`src/rtl/clk_div_pkg.sv`:
```
// Shared types and helpers for the programmable clock divider.
package clk_div_pkg;

  localparam int unsigned CW_DEF = 16;

  typedef enum logic [1:0] {
    STOP,
    RUN,
    PEND
  } state_t;

  // Even and non-zero is the same as even and at least 2.
  function automatic logic div_legal(input logic lsb, input logic nonzero);
    return !lsb && nonzero;
  endfunction

endpackage

```
`src/rtl/clk_div_core.sv`:
```
// Half-period counter and toggle register producing the divided clock and its edge strobes.
module clk_div_core
  import clk_div_pkg::*;
#(
  parameter int unsigned CW = CW_DEF
) (
  input  logic          clk,
  input  logic          rstn,
  input  logic          run,
  input  logic [CW-1:0] half,
  output logic          clk_o,
  output logic          rise_o,
  output logic          fall_o,
  output logic          toggle_fall
);

  logic [CW-1:0] cnt;
  logic          wrap;

  assign wrap        = run && (cnt == half - CW'(1));
  assign toggle_fall = wrap && clk_o;

  always_ff @(posedge clk) begin
    if (!rstn || !run) begin
      cnt    <= '0;
      clk_o  <= 1'b0;
      rise_o <= 1'b0;
      fall_o <= 1'b0;
    end else begin
      rise_o <= wrap && !clk_o;
      fall_o <= wrap && clk_o;
      if (wrap) begin
        cnt   <= '0;
        clk_o <= !clk_o;
      end else begin
        cnt <= cnt + CW'(1);
      end
    end
  end

endmodule

```
`src/rtl/clk_div_ctrl.sv`:
```
// Clock-divider controller: ratio handshake, run/drain FSM, ratio swap at falling edges.
module clk_div_ctrl
  import clk_div_pkg::*;
#(
  parameter int unsigned CW      = CW_DEF,
  parameter int unsigned DEF_DIV = 4
) (
  input  logic          clk,
  input  logic          rstn,
  input  logic          en,
  input  logic          cfg_valid,
  input  logic [CW-1:0] cfg_div,
  output logic          cfg_ready,
  output logic          cfg_err,
  output logic [CW-1:0] div_cur,
  output logic          clk_o,
  output logic          rise_o,
  output logic          fall_o,
  output logic          busy
);

  state_t        state_q, state_d;
  logic [CW-1:0] div_cur_q, div_cur_d;
  logic [CW-1:0] div_nxt_q, div_nxt_d;
  logic [CW-1:0] half;
  logic          drain_q;
  logic          xfer, legal, stop_req, stop_now, toggle_fall;

  assign cfg_ready = (state_q != PEND);
  assign busy      = (state_q != STOP);
  assign div_cur   = div_cur_q;
  assign half      = div_cur_q >> 1;
  assign xfer      = cfg_valid && cfg_ready;
  assign legal     = div_legal(cfg_div[0], |cfg_div);
  // Re-asserting en cancels a drain without touching the waveform.
  assign stop_req  = drain_q && !en;
  assign stop_now  = stop_req && (toggle_fall || !clk_o);

  clk_div_core #(
    .CW(CW)
  ) u_core (
    .clk         (clk),
    .rstn        (rstn),
    .run         (busy),
    .half        (half),
    .clk_o       (clk_o),
    .rise_o      (rise_o),
    .fall_o      (fall_o),
    .toggle_fall (toggle_fall)
  );

  always_comb begin
    state_d   = state_q;
    div_cur_d = div_cur_q;
    div_nxt_d = div_nxt_q;
    unique case (state_q)
      STOP: begin
        if (xfer && legal) div_cur_d = cfg_div;
        if (en) state_d = RUN;
      end
      RUN: begin
        // A ratio arriving on the stopping edge can be applied directly.
        if (stop_now) begin
          state_d = STOP;
          if (xfer && legal) div_cur_d = cfg_div;
        end else if (xfer && legal) begin
          div_nxt_d = cfg_div;
          state_d   = PEND;
        end
      end
      PEND: begin
        if (toggle_fall) begin
          div_cur_d = div_nxt_q;
          state_d   = stop_req ? STOP : RUN;
        end
      end
      default: state_d = STOP;
    endcase
  end

  always_ff @(posedge clk) begin
    if (!rstn) begin
      state_q   <= STOP;
      div_cur_q <= CW'(DEF_DIV);
      div_nxt_q <= '0;
      drain_q   <= 1'b0;
      cfg_err   <= 1'b0;
    end else begin
      state_q   <= state_d;
      div_cur_q <= div_cur_d;
      div_nxt_q <= div_nxt_d;
      drain_q   <= busy && !en;
      cfg_err   <= xfer && !legal;
    end
  end

endmodule

```
`config.mk`:
```
export PLATFORM = sky130hd
export DESIGN_NAME = clk_div_ctrl
export DESIGN_NICKNAME = d
export VERILOG_FILES = /design/src/rtl/clk_div_pkg.sv /design/src/rtl/clk_div_core.sv /design/src/rtl/clk_div_ctrl.sv
export SDC_FILE = /design/constraint.sdc
export NUM_CORES = 1
export LEC_CHECK = 0
export CORE_ASPECT_RATIO = 1.75
export CORE_UTILIZATION = 30
export DETAILED_ROUTE_END_ITERATION = 7
export PLACE_DENSITY = 0.6
export SLEW_MARGIN = 20
export SYNTH_ARGS = -nofsm -noshare
export SYNTH_HDL_FRONTEND = slang
export SYNTH_SLANG_ARGS = --single-unit
```
`constraint.sdc`:
```
create_clock -name clk -period 4.3 [get_ports clk]
set_clock_uncertainty 0.05 [all_clocks]
set_input_delay 0.43 -clock clk [delete_from_list [all_inputs] [get_ports clk]]
set_output_delay 0.43 -clock clk [all_outputs]
set_load 0.005 [all_outputs]
```
==> metrics.yaml <==
synth:
  ys_seq_area_share_pct: 36.9
  async_reset_ff_share_pct: 0
  synth_top_area_cell: "dfxtp_1"
  netlist_instances: 345
  syn_avg_cell_area_sq_um: 8.65
  ys_warn_count: 0
  synth_cell_types: 52
  ys_ff_latch: 55
  synth_top_flop_cell: "dfxtp_1"
  yosys-top-cells-area: "dfxtp_1, mux2i_1, nand2_1"
  syn-num-nets: 367
  synth_top_area_share_pct: 36.9
  syn_area_sq_um: 2980
  synth-edff-count: 0
power:
  p_per_area_nw_per_um2: 318
  leakagePower_nw: 1.39
  max-vdd-ir-drop_mv: 0.163
cts:
  worstSkewPairLatency_ns: 0.30
  cts_htree_levels: 2
  cts_buffer_depth: 2
  ctsHoldBuffers: 0
  postCtsSetupRepairBufs: 0
  post_cts_resized: 0
  cts.clk_slew.worst_paths_ns: 0.08
  cts_made_buffers: 5
  cts.sinks: 55
  cts_tree: "done"
  cts-root-buf: "clkbuf_16"
detailed_routing:
  vias: 2525
  wire_per_inst_um: 14.5
  drc: 0
  ant_nets: 0
  wl_mm: 7.18
  drt-pass1-iter-count: 5
  drt_iter0_drc: 178
  vias_per_cell: 5.09
place:
  placed_cell_area_sq_um: 3470
  place_hpwl_mm: 5.30
  routabilityCongestion: 0.817
  place_ws_ns: 0.816
  place.port_buffers: 41
global_routing:
  antenna_found_initial: 0
  grt-ovfl-total: 0
  grt_pass1_wl_mm: 12.1
  grt_max_degree: 54
  grt_usage_pct: 14.7
  grt_pass1_vias: 2500
timing:
  setup_viol: 0
  drv_slew: 0
  finalCriticalPeriod_ns: 3.53
  fmax_ghz: 0.283
  maxSlewHeadroom_pct: 40.7
  tightest_slew_ns: 0.889
  fin_tns_setup_ns: 0
  min_period_over_period_pct: 82.0
  rsz0062_at_grt: "no"
  setup_slack_ns: 0.772
  finalHoldViolCount: 0
critical_path:
  max_stage_delay_ns: 0.70
  critPathArrivalTime_ns: 3.66
  endpoint_kind: "flop"
  path_cells: "inv_1 -> ha_1 -> or4b_1 -> nor3_4 -> a31oi_1 -> nor4b_2 -> o2111ai_2 -> a21oi_2 -> o21ai_0 -> o311a_1"
  cp.required_ns: 4.43
  slowest_stage: "a21oi_2"
  critPathKind: "reg -> reg"
  worstPathMaxFanout: 23
  crit_family: "compound AO/OA/AOI/OAI gates"
  startpoint_type: "flop"
  worst-path-buf-inv: 1
  reg2reg_slack_ns: 0.77
floorplanning:
  fp-row-count: 47
  num_io_pins: 42
  core_area_sq_um: 9590
  dieHeight_um: 134
  dieWidth_um: 77.4
  start_util_pct: 31.1
  die_area_sq_um: 10400
run_status:
  status: "completed"
layout:
  final_area_sq_um: 3620
  layout.nets: 395
  area_growth_syn_to_layout_pct: 21.2
  diodes: 0
  drive_above_1_share_pct: 5.88
job:
  max-cap-violations: 0
worst_hold_path:
  min_path_type: "reg -> reg"
## registers in the layout, indices dropped and copies added, names as in the netlist
name / count
u_core.fall_o: 1
drain_q: 1
u_core.rise_o: 1
state_q: 2
cfg_err: 1
u_core.cnt: 16
u_core.clk_o: 1
div_nxt_q: 16
div_cur: 16
## report_power, final
group	switching [mW]	internal (mW)	total [mW]
combinational	0.0887	0.0924	0.181
sequential	0.0286	0.528	0.557
clock	0.196	0.218	0.414
total	0.313	0.839	1.15
## layout make-up
type | instances | area [sq um]
Sequential cell | 55 | 1100
Inverter | 6 | 22.5
Tap cell | 122 | 153
Fill cell | 979 | 5970
Timing Repair Buffer | 46 | 443
Clock inverter | 3 | 23.8
Multi-Input combinational cell | 259 | 1750
Clock buffer | 5 | 125
## worst reg2reg max path, stage by stage (launching register included)
cell       delay [ns]
dfxtp_1          0.38
inv_1            0.08
ha_1             0.31
or4b_1           0.54
nor3_4           0.22
a31oi_1          0.12
nor4b_2          0.29
o2111ai_2        0.32
a21oi_2          0.70
o21ai_0          0.21
o311a_1          0.17
## cells in the mapped netlist, types with 2 or more instances
cell and n:
dfxtp_1 55, nand2_1 42, mux2i_1 34, nor2_1 33, clkbuf_1 17, o21ai_0 17, xor2_1 16, o311a_1 15
xnor2_1 15, nor3_1 12, nand3_1 11, inv_1 6, nand2b_1 6, and3_1 5, nand4_1 5, a21oi_1 4
buf_2 4, nor4_1 4, buf_6 3, nand3b_1 3, a31oi_1 2, ha_1 2, nor4b_1 2, o2111ai_1 2
o21a_1 2, or3_1 2
## routing by layer
metal	routed length (um)	global-route usage, %	up-vias
met5	0	0	-
met4	218	7.02	0
met3	284	2.59	17
met2	3530	25.7	57
met1	3150	17.1	1165
li1	-	-	1286
## kinds of logic (layout without fill, tap and decap cells)
family                     Yosys count  count (layout)  synth area share (%)
muxes                               34              34                  11.4
buffers and inverters               31              60                  4.82
and+or+nand+nor                    135             135                  22.6
xor gates and xnor gates            31              31                  9.10
AOI/OAI and AO/OA                   57              57                  14.3
DFF                                 55              55                  36.9
adders and majority gates            2               2                 0.838
## layout by cell type, fill, tap and decap left out, drive strengths merged, types with 6 or more instances in the layout
cell type / Yosys / routed
buf: 8 / 6
inv: 6 / 7
nand2: 42 / 42
xor2: 16 / 16
nand3: 11 / 11
dfxtp: 55 / 55
nor3: 13 / 13
clkdlybuf4s50: 0 / 40
xnor2: 15 / 15
nand2b: 6 / 6
mux2i: 34 / 34
o21ai: 18 / 18
nor2: 33 / 33
o311a: 15 / 15
## stage by stage
| step | util [%] | cells | total power, mW | hold WS [ns] |
|---|---|---|---|---|
| floorplan | - | 345 | 0.674 | 0.359 |
| global placement | 36.2 | 488 | 0.748 | 0.366 |
| detailed placement | 36.2 | 488 | 0.749 | 0.372 |
| CTS | 37.7 | 496 | 1.17 | 0.385 |
| global route | 37.7 | 496 | 1.21 | 0.406 |
| finish | 37.7 | 496 | 1.15 | 0.381 |
## path summary, 6_finish.rpt
path,from,to,depth (start not counted)
worst min register to register,div_nxt_q[0],div_nxt_q[0],2
worst min-delay path,div_nxt_q[0],div_nxt_q[0],2
worst max-delay path,div_cur[1],div_cur[3],10
worst max register to register,div_cur[1],div_cur[3],10
Power figures use the tool's default switching activity.
